==> config.mk <==
export PLATFORM = sky130hd
export DESIGN_NAME = softmax_arbiter
export DESIGN_NICKNAME = d
export VERILOG_FILES = /design/src/rtl/softmax_pkg.sv /design/src/rtl/rr_arbiter.sv /design/src/rtl/softmax_arbiter.sv
export SDC_FILE = /design/constraint.sdc
export NUM_CORES = 1
export LEC_CHECK = 0
export BUFFER_PORTS_ARGS = -buffer_cell sky130_fd_sc_hd__buf_2
export CAP_MARGIN = 20
export CORE_AREA = 2 2 219 221
export DETAILED_ROUTE_END_ITERATION = 12
export DIE_AREA = 0 0 221 223
export PLACE_DENSITY = 0.55
export SLEW_MARGIN = 20
export SYNTH_ARGS = -nofsm -noshare
export SYNTH_HDL_FRONTEND = slang
export SYNTH_SLANG_ARGS = --single-unit
==> constraint.sdc <==
create_clock -name clk -period 5.1 [get_ports clk]
set_input_delay 0.51 -clock clk [delete_from_list [all_inputs] [get_ports clk]]
set_output_delay 0.51 -clock clk [all_outputs]
set_load 0.03 [all_outputs]
==> src/rtl/softmax_pkg.sv <==
// Shared definitions for the softmax arbiter slice.
//   state_t           : arbiter FSM state encoding
//   MAX_SIZE_DEFAULT  : default largest legal vector length
//   TIMEOUT_DEFAULT   : default cycles allowed between sm_start and sm_done
//   ERR_NONE/ERR_FAULT: values carried on rsp_error
//   size_legal()      : job size check (non-zero and not above the buffer depth)
package softmax_pkg;

  typedef enum logic [1:0] {
    ST_IDLE   = 2'd0,
    ST_LAUNCH = 2'd1,
    ST_WAIT   = 2'd2,
    ST_RESP   = 2'd3
  } state_t;

  localparam int unsigned MAX_SIZE_DEFAULT = 256;
  localparam int unsigned TIMEOUT_DEFAULT  = 4096;

  localparam logic ERR_NONE  = 1'b0;
  localparam logic ERR_FAULT = 1'b1;

  function automatic logic size_legal(input logic [31:0] size,
                                      input int unsigned max_size);
    return (size != '0) && (size <= max_size);
  endfunction

endpackage

==> src/rtl/rr_arbiter.sv <==
// Round-robin grant selection (purely combinational).
//   req       in  NUM_REQ  request vector
//   rr_ptr    in  IDW      index with highest priority this cycle
//   grant     out NUM_REQ  one-hot winner, all-zero when no request
//   grant_idx out IDW      encoded winner index (0 when no request)
module rr_arbiter #(
  parameter  int unsigned NUM_REQ = 4,
  localparam int unsigned IDW     = (NUM_REQ > 1) ? $clog2(NUM_REQ) : 1
) (
  input  logic [NUM_REQ-1:0] req,
  input  logic [IDW-1:0]     rr_ptr,
  output logic [NUM_REQ-1:0] grant,
  output logic [IDW-1:0]     grant_idx
);

  logic           found;
  logic [IDW:0]   sum;
  logic [IDW-1:0] cand;

  // Walk upward from rr_ptr with wrap; the first asserted request wins.
  always_comb begin
    grant     = '0;
    grant_idx = '0;
    found     = 1'b0;
    sum       = '0;
    cand      = '0;
    for (int unsigned i = 0; i < NUM_REQ; i++) begin
      sum = {1'b0, rr_ptr} + (IDW+1)'(i);
      if (sum >= (IDW+1)'(NUM_REQ)) begin
        sum = sum - (IDW+1)'(NUM_REQ);
      end
      cand = sum[IDW-1:0];
      if (!found && req[cand]) begin
        found       = 1'b1;
        grant[cand] = 1'b1;
        grant_idx   = cand;
      end
    end
  end

endmodule

==> src/rtl/softmax_arbiter.sv <==
// Shares one softmax_unit between NUM_REQ requesters, one job at a time.
//   clk, rst                 : clock, asynchronous active-high reset
//   req_valid / req_ready    : per-requester job handshake (req_ready one-hot)
//   req_in_ptr/out_ptr/size  : packed job fields, requester g at [32g+31:32g]
//   rsp_valid / rsp_ready    : response handshake
//   rsp_id/result/error      : response payload
//   sm_start, sm_*_ptr, sm_size : softmax_unit command
//   sm_ready, sm_done, sm_result: softmax_unit status
//   busy                     : high whenever the FSM is not idle
module softmax_arbiter
  import softmax_pkg::*;
#(
  parameter  int unsigned NUM_REQ  = 4,
  parameter  int unsigned MAX_SIZE = MAX_SIZE_DEFAULT,
  parameter  int unsigned TIMEOUT  = TIMEOUT_DEFAULT,
  localparam int unsigned IDW      = (NUM_REQ > 1) ? $clog2(NUM_REQ) : 1
) (
  input  logic                  clk,
  input  logic                  rst,
  input  logic [NUM_REQ-1:0]    req_valid,
  output logic [NUM_REQ-1:0]    req_ready,
  input  logic [NUM_REQ*32-1:0] req_in_ptr,
  input  logic [NUM_REQ*32-1:0] req_out_ptr,
  input  logic [NUM_REQ*32-1:0] req_size,
  output logic                  rsp_valid,
  input  logic                  rsp_ready,
  output logic [IDW-1:0]        rsp_id,
  output logic [31:0]           rsp_result,
  output logic                  rsp_error,
  output logic                  sm_start,
  output logic [31:0]           sm_input_ptr,
  output logic [31:0]           sm_output_ptr,
  output logic [31:0]           sm_size,
  input  logic                  sm_ready,
  input  logic                  sm_done,
  input  logic [31:0]           sm_result,
  output logic                  busy
);

  state_t               state, state_nx;
  logic [IDW-1:0]       rr_ptr;
  logic [NUM_REQ-1:0]   grant;
  logic [IDW-1:0]       gidx;
  logic [31:0]          sel_in, sel_out, sel_size;
  logic [31:0]          tmo_cnt;
  logic                 accept;
  logic                 rsp_load;
  logic                 rsp_err_nx;
  logic [31:0]          rsp_res_nx;

  rr_arbiter #(.NUM_REQ(NUM_REQ)) u_rr (
    .req       (req_valid),
    .rr_ptr    (rr_ptr),
    .grant     (grant),
    .grant_idx (gidx)
  );

  // One-hot grant lets the field mux be a plain OR of the selected slices.
  always_comb begin
    sel_in   = '0;
    sel_out  = '0;
    sel_size = '0;
    for (int unsigned i = 0; i < NUM_REQ; i++) begin
      if (grant[i]) begin
        sel_in   = sel_in   | req_in_ptr [i*32 +: 32];
        sel_out  = sel_out  | req_out_ptr[i*32 +: 32];
        sel_size = sel_size | req_size   [i*32 +: 32];
      end
    end
  end

  always_comb begin
    state_nx   = state;
    req_ready  = '0;
    sm_start   = 1'b0;
    accept     = 1'b0;
    rsp_load   = 1'b0;
    rsp_err_nx = ERR_NONE;
    rsp_res_nx = '0;
    case (state)
      ST_IDLE: begin
        // Gated with rst so req_ready is low while reset is held.
        if (!rst) begin
          req_ready = grant;
        end
        if (!rst && (|grant)) begin
          accept = 1'b1;
          if (size_legal(sel_size, MAX_SIZE)) begin
            state_nx = ST_LAUNCH;
          end else begin
            rsp_load   = 1'b1;
            rsp_err_nx = ERR_FAULT;
            rsp_res_nx = '0;
            state_nx   = ST_RESP;
          end
        end
      end
      ST_LAUNCH: begin
        if (sm_ready) begin
          sm_start = 1'b1;
          state_nx = ST_WAIT;
        end
      end
      ST_WAIT: begin
        // sm_done is tested first so it beats a coincident timeout.
        if (sm_done) begin
          rsp_load   = 1'b1;
          rsp_err_nx = ERR_NONE;
          rsp_res_nx = sm_result;
          state_nx   = ST_RESP;
        end else if (tmo_cnt == 32'(TIMEOUT - 1)) begin
          rsp_load   = 1'b1;
          rsp_err_nx = ERR_FAULT;
          rsp_res_nx = '0;
          state_nx   = ST_RESP;
        end
      end
      ST_RESP: begin
        if (rsp_ready) begin
          state_nx = ST_IDLE;
        end
      end
      default: state_nx = ST_IDLE;
    endcase
    rsp_valid = (state == ST_RESP);
    busy      = (state != ST_IDLE);
  end

  always_ff @(posedge clk or posedge rst) begin
    if (rst) begin
      state         <= ST_IDLE;
      rr_ptr        <= '0;
      tmo_cnt       <= '0;
      sm_input_ptr  <= '0;
      sm_output_ptr <= '0;
      sm_size       <= '0;
      rsp_id        <= '0;
      rsp_result    <= '0;
      rsp_error     <= 1'b0;
    end else begin
      state <= state_nx;
      if (accept) begin
        sm_input_ptr  <= sel_in;
        sm_output_ptr <= sel_out;
        sm_size       <= sel_size;
        rsp_id        <= gidx;
        rr_ptr        <= (gidx == IDW'(NUM_REQ - 1)) ? '0 : gidx + IDW'(1);
      end
      if (rsp_load) begin
        rsp_result <= rsp_res_nx;
        rsp_error  <= rsp_err_nx;
      end
      // Counter is cleared while launching so the first WAIT cycle sees 0.
      if (state == ST_LAUNCH) begin
        tmo_cnt <= '0;
      end else if (state == ST_WAIT) begin
        tmo_cnt <= tmo_cnt + 32'd1;
      end
    end
  end

endmodule
==> flow_summary.html <==
<table>
<tr><th>Metric</th><th>Value</th></tr>
<tr><th colspan="2">Status</th></tr>
<tr><td>Outcome</td><td>complete, no violations</td></tr>
<tr><th colspan="2">Power and ir drop</th></tr>
<tr><td>Comb pwr share</td><td>0.628</td></tr>
<tr><td>Clock network fraction of total power</td><td>0.147</td></tr>
<tr><td>Internal power of the cells</td><td>approximately 4.6 mW</td></tr>
<tr><td>Sum of internal, switching and leakage power</td><td>around 9.7 mW</td></tr>
<tr><td>Switching power as a share of total power</td><td>0.5217</td></tr>
<tr><td>Power density normalized to cell area</td><td>around 690 mW/mm²</td></tr>
<tr><td>P_sw</td><td>5.068 mW</td></tr>
<tr><td>Sequential group share of total power</td><td>0.225</td></tr>
<tr><td>Pleak</td><td>about 6.8 nW</td></tr>
<tr><td>Maximum vdd ir drop</td><td>between 0.5 and 0.6 mV</td></tr>
<tr><th colspan="2">Drt</th></tr>
<tr><td>Routed wire per std cell</td><td>a little under 20 µm</td></tr>
<tr><td>Average via count per standard cell</td><td>4.945</td></tr>
<tr><td>Number of vias in the routed layout</td><td>~11000</td></tr>
<tr><td>TritonRoute pass-1 iters</td><td>5</td></tr>
<tr><td>Antenna-violating nets left</td><td>0</td></tr>
<tr><td>Post-route DRC violation count</td><td>0</td></tr>
<tr><td>Initial drt markers</td><td>897</td></tr>
<tr><td>Wirelength, routed</td><td>45190 µm</td></tr>
<tr><th colspan="2">Placed design</th></tr>
<tr><td>Detailed placer's ending HPWL</td><td>36160 µm</td></tr>
<tr><td>GPL Wtd Cong</td><td>roughly 0.9</td></tr>
<tr><td>IO Port Bufs</td><td>roughly 560</td></tr>
<tr><td>Area post-placement</td><td>0.01338 mm²</td></tr>
<tr><th colspan="2">Finish</th></tr>
<tr><td>Area Growth Syn to Fin</td><td>41.31%</td></tr>
<tr><td>Layout Utilization</td><td>0.2979</td></tr>
<tr><td>Count of nets after finishing</td><td>2094</td></tr>
<tr><td>Fraction of final layout cells with drive strength greater than 1</td><td>0.3860</td></tr>
<tr><td>Cell area after layout</td><td>between 0.01 and 0.015 mm²</td></tr>
<tr><td>Number of fill cells in the layout</td><td>around 5000</td></tr>
<tr><th colspan="2">Global routing</th></tr>
<tr><td>Number of antenna violations at the first check in global routing</td><td>4</td></tr>
<tr><td>Met3 Resource Use GR</td><td>0.04754</td></tr>
<tr><td>Total routing usage reported by global routing</td><td>0.1774</td></tr>
<tr><td>Met2 usage in global routing</td><td>0.2906</td></tr>
<tr><td>Most heavily used metal layer in global routing</td><td>met2</td></tr>
<tr><td>Largest net degree at the start of global routing</td><td>about 160</td></tr>
<tr><td>Wire length of the first global-routing pass</td><td>~67000 µm</td></tr>
<tr><td>Number of global-route vias before repair</td><td>around 11000</td></tr>
<tr><td>Met1 Usage GRT</td><td>0.2174</td></tr>
<tr><td>Total congestion overflow after global routing</td><td>0</td></tr>
<tr><th colspan="2">Logic synthesis</th></tr>
<tr><td>Post-synthesis instance area</td><td>~0.0099 mm²</td></tr>
<tr><td>Ys flop type</td><td>dfrtp_1</td></tr>
<tr><td>Synth top area cells</td><td>dfrtp_1 (42%), a22oi_1 (10%), a31oi_1 (8.8%)</td></tr>
<tr><td>Mean instance size in the synthesized netlist</td><td>a little under 9 µm²</td></tr>
<tr><td>Top cell type's share of synthesized area</td><td>0.4205</td></tr>
<tr><td>Yosys warnings</td><td>0</td></tr>
<tr><td>Sequential-to-total area share from yosys stat</td><td>0.4205</td></tr>
<tr><td>Syn Nets</td><td>1585</td></tr>
<tr><td>FF+latch count, synth</td><td>between 150 and 200</td></tr>
<tr><td>Synth unique cells</td><td>60</td></tr>
<tr><td>Top cell type by total area after synthesis</td><td>dfrtp_1</td></tr>
<tr><td>Syn Inst Count</td><td>1149</td></tr>
<tr><td>Most frequent cells after synthesis</td><td>dfrtp_1 (167), a31oi_1 (139), a22oi_1 (136)</td></tr>
<tr><td>Most frequently used cell type in the post-synthesis netlist</td><td>dfrtp_1</td></tr>
<tr><td>Count of flip-flops with a built-in enable after synthesis</td><td>0</td></tr>
<tr><td>Share of flip-flops with an asynchronous set or reset</td><td>1.000</td></tr>
<tr><th colspan="2">Floorplan</th></tr>
<tr><td>Area inside the core boundary</td><td>approximately 0.047 mm²</td></tr>
<tr><td>Number of top-level design ports</td><td>approximately 560</td></tr>
<tr><td>Row count</td><td>80</td></tr>
<tr><td>Floorplan die height</td><td>about 220 µm</td></tr>
<tr><td>Area of the die</td><td>between 0.04 and 0.05 mm²</td></tr>
<tr><td>X dimension of the die</td><td>~220 µm</td></tr>
<tr><td>Starting Density</td><td>0.2108</td></tr>
<tr><th colspan="2">STA</th></tr>
<tr><td>Worst-case clock skew</td><td>0.01026 ns</td></tr>
<tr><td>Final-report max-slew violation count</td><td>0</td></tr>
<tr><td>RSZ-0062 raised after global routing</td><td>no</td></tr>
<tr><td>Final count of hold timing violations</td><td>0</td></tr>
<tr><td>Clock period minus worst slack</td><td>between 4 and 5 ns</td></tr>
<tr><td>Setup-failing EPs final</td><td>0</td></tr>
<tr><td>Worst Max-Slew Pin Slew</td><td>1.187 ns</td></tr>
<tr><td>Maximum frequency from static timing analysis</td><td>~210 MHz</td></tr>
<tr><td>Slew Limit Headroom</td><td>0.2068</td></tr>
<tr><td>Setup tns final</td><td>0 ns</td></tr>
<tr><td>Share of the clock period used by the worst path after layout</td><td>0.9368</td></tr>
<tr><th colspan="2">Clocking</th></tr>
<tr><td>CTS sink count</td><td>about 170</td></tr>
<tr><td>Clock insertion delay at the later pin of the skew report</td><td>~0.45 ns</td></tr>
<tr><td>Clk Tree Root Cell</td><td>clkbuf_16</td></tr>
<tr><td>Worst-case clock buffer depth</td><td>2</td></tr>
<tr><td>Number of buffers added by the clock tree synthesis step</td><td>17</td></tr>
<tr><td>Htree depth</td><td>4</td></tr>
<tr><td>Reg clk slew, reported paths</td><td>roughly 0.07 ns</td></tr>
<tr><td>Clock tree from TritonCTS</td><td>done</td></tr>
<tr><th colspan="2">Worst setup path</th></tr>
<tr><td>Path depth of the worst reg2reg path</td><td>12</td></tr>
<tr><td>Register-to-register setup slack</td><td>about 0.32 ns</td></tr>
<tr><td>Sort of element at the end of the critical path</td><td>flop</td></tr>
<tr><td>Launch point of the critical path</td><td>rr_ptr[1]$_DFFE_PP0P_</td></tr>
<tr><td>Buffer and inverter count on the worst path</td><td>2</td></tr>
<tr><td>Critical-path cell with the highest stage delay</td><td>a2111oi_0</td></tr>
<tr><td>Setup crit start kind</td><td>flop</td></tr>
<tr><td>Family of cells with the greatest summed delay on the critical path</td><td>compound AO/OA/AOI/OAI gates</td></tr>
<tr><td>Max FO, Critical Path</td><td>33</td></tr>
<tr><td>Cell Chain, Critical Path</td><td>inv_1, ha_1, mux4_2, nor2b_4, a22oi_2, a21boi_0, a2111oi_0, nand4_1, or4b_1, a211o_1, buf_4, o21ai_0</td></tr>
<tr><td>Arrival time at the worst endpoint</td><td>slightly above 5 ns</td></tr>
<tr><td>Setup Crit Path Kind</td><td>reg -&gt; reg</td></tr>
<tr><td>Path length in cells of the critical path</td><td>12</td></tr>
<tr><td>Launch instance of the worst register-to-register path</td><td>rr_ptr[1]$_DFFE_PP0P_</td></tr>
<tr><td>Required time worst endpoint</td><td>~5.5 ns</td></tr>
<tr><td>Endpoint of the worst setup timing path</td><td>rsp_result[28]$_DFFE_PP0P_</td></tr>
<tr><td>Slowest Stage Delay on Critical Path</td><td>between 0.7 and 0.8 ns</td></tr>
<tr><td>Critical R2R Capture</td><td>rsp_result[28]$_DFFE_PP0P_</td></tr>
<tr><th colspan="2">Flow run</th></tr>
<tr><td>Max-cap violation count</td><td>0</td></tr>
<tr><th colspan="2">Worst hold path</th></tr>
<tr><td>Hold Startpoint</td><td>sm_result[5]</td></tr>
<tr><td>Type of the most critical hold path</td><td>in -&gt; reg</td></tr>
</table>
[state kept, by name, summed over array words and instances, names as in the netlist, named ones only]
register,cells
rsp_error,1
tmo_cnt,32
rsp_id,2
rr_ptr,1
rsp_result,32
state,2
sm_input_ptr,32
sm_size,32
sm_output_ptr,32
[per-layer routing]
| layer | share of wire | vias up | wire (µm) |
|---|---|---|---|
| met5 | 0.00060 | - | 27 |
| met4 | 0.041 | 4 | 1842 |
| met3 | 0.068 | 96 | 3063 |
| met2 | 0.48 | 463 | 21670 |
| met1 | 0.41 | 5443 | 18580 |
| li1 | - | 5304 | - |
[layout make-up]
type                       count  area (µm²)  share of cell area
clock buffer                  18       429.2             0.03056
antenna                        1       2.502           0.0001782
clock inverter                14       215.2             0.01533
tap                          615       769.5             0.05480
inverter                      85       322.8             0.02299
sequential                   167        4179              0.2976
multi-input combinational    795        5046              0.3594
timing repair buffer         592        3078              0.2192
[logic make-up after synthesis]
kind of cell	Yosys count	share of synthesized area
XOR/XNOR	23	0.02027
AO/OA/AOI/OAI	467	0.3239
adder cells (fa/ha/maj)	11	0.01385
buffers and inverters	187	0.07668
multiplexers	8	0.01196
flip-flops	167	0.4205
AND/OR/NAND/NOR	286	0.1328
[worst min path at each step]
stage,endpoint,slack (ns),cells past startpoint
after floorplan,tmo_cnt[2]$_DFFE_PP0P_,0.46,1
after CTS,rsp_result[24]$_DFFE_PP0P_,0.24,3
after global placement,rsp_id[0]$_DFFE_PP0P_,0.47,1
final,rsp_result[5]$_DFFE_PP0P_,0.28,3
after detailed placement,rsp_id[0]$_DFFE_PP0P_,0.47,1
after global routing,rsp_result[11]$_DFFE_PP0P_,0.25,3
[cell usage in the layout (no fill, tap or decap), types with 4 or more instances in the layout]
cell type,count
a2111oi_0,13
a2111oi_1,4
a21boi_0,29
a21oi_1,8
a22oi_1,136
a2bb2oi_1,32
a31oi_1,139
and2_1,6
and3_1,4
buf_2,562
buf_4,26
bufinv_16,4
clkbuf_16,17
dfrtp_1,167
ha_1,11
inv_1,84
mux2i_1,4
nand2_1,88
nand2b_1,5
nand3_1,7
nand4_1,22
nor2_1,106
nor4_1,20
o21ai_0,52
o21ai_1,30
or3_1,5
xnor2_1,4
xor2_1,19
[power by group through the flow]
stage	registers [mW]	logic (mW)	clock network, mW
CTS	2.19	6.08	1.48
global route	2.26	6.61	1.54
finish	2.18	6.10	1.43
global placement	2.19	6.02	0
detailed placement	2.22	6.08	0
floorplan	3.08	3.17	0
[repair_timing]
| action | 4_1_cts | 5_1_grt |
|---|---|---|
| resized for setup | 0 | 1 |
| hold buffers | 1 | 0 |
| endpoints found under the setup margin | 0 | 2 |
| hold endpoints to repair | 9 | 0 |
| buffers inserted | 0 | 0 |
[through the flow]
step                      worst slack, ns  hold slack, ns  std cells
after floorplan                    0.7486          0.4622       1149
after global placement             0.4634          0.4678       2253
after detailed placement           0.3136          0.4686       2253
after CTS                          0.3031          0.2363       2286
after global routing             0.005010          0.2513       2287
final                              0.3221          0.2775       2287
[worst register-to-register path: cells and delay by family (launching register included)]
kind | cells | cell delay (ns)
AO/OA/AOI/OAI | 5 | 2.08
flip-flops | 1 | 0.56
AND/OR/NAND/NOR | 3 | 0.97
adder cells (fa/ha/maj) | 1 | 0.34
buffers and inverters | 2 | 0.42
multiplexers | 1 | 0.33
(Power assumes the default switching activity.)
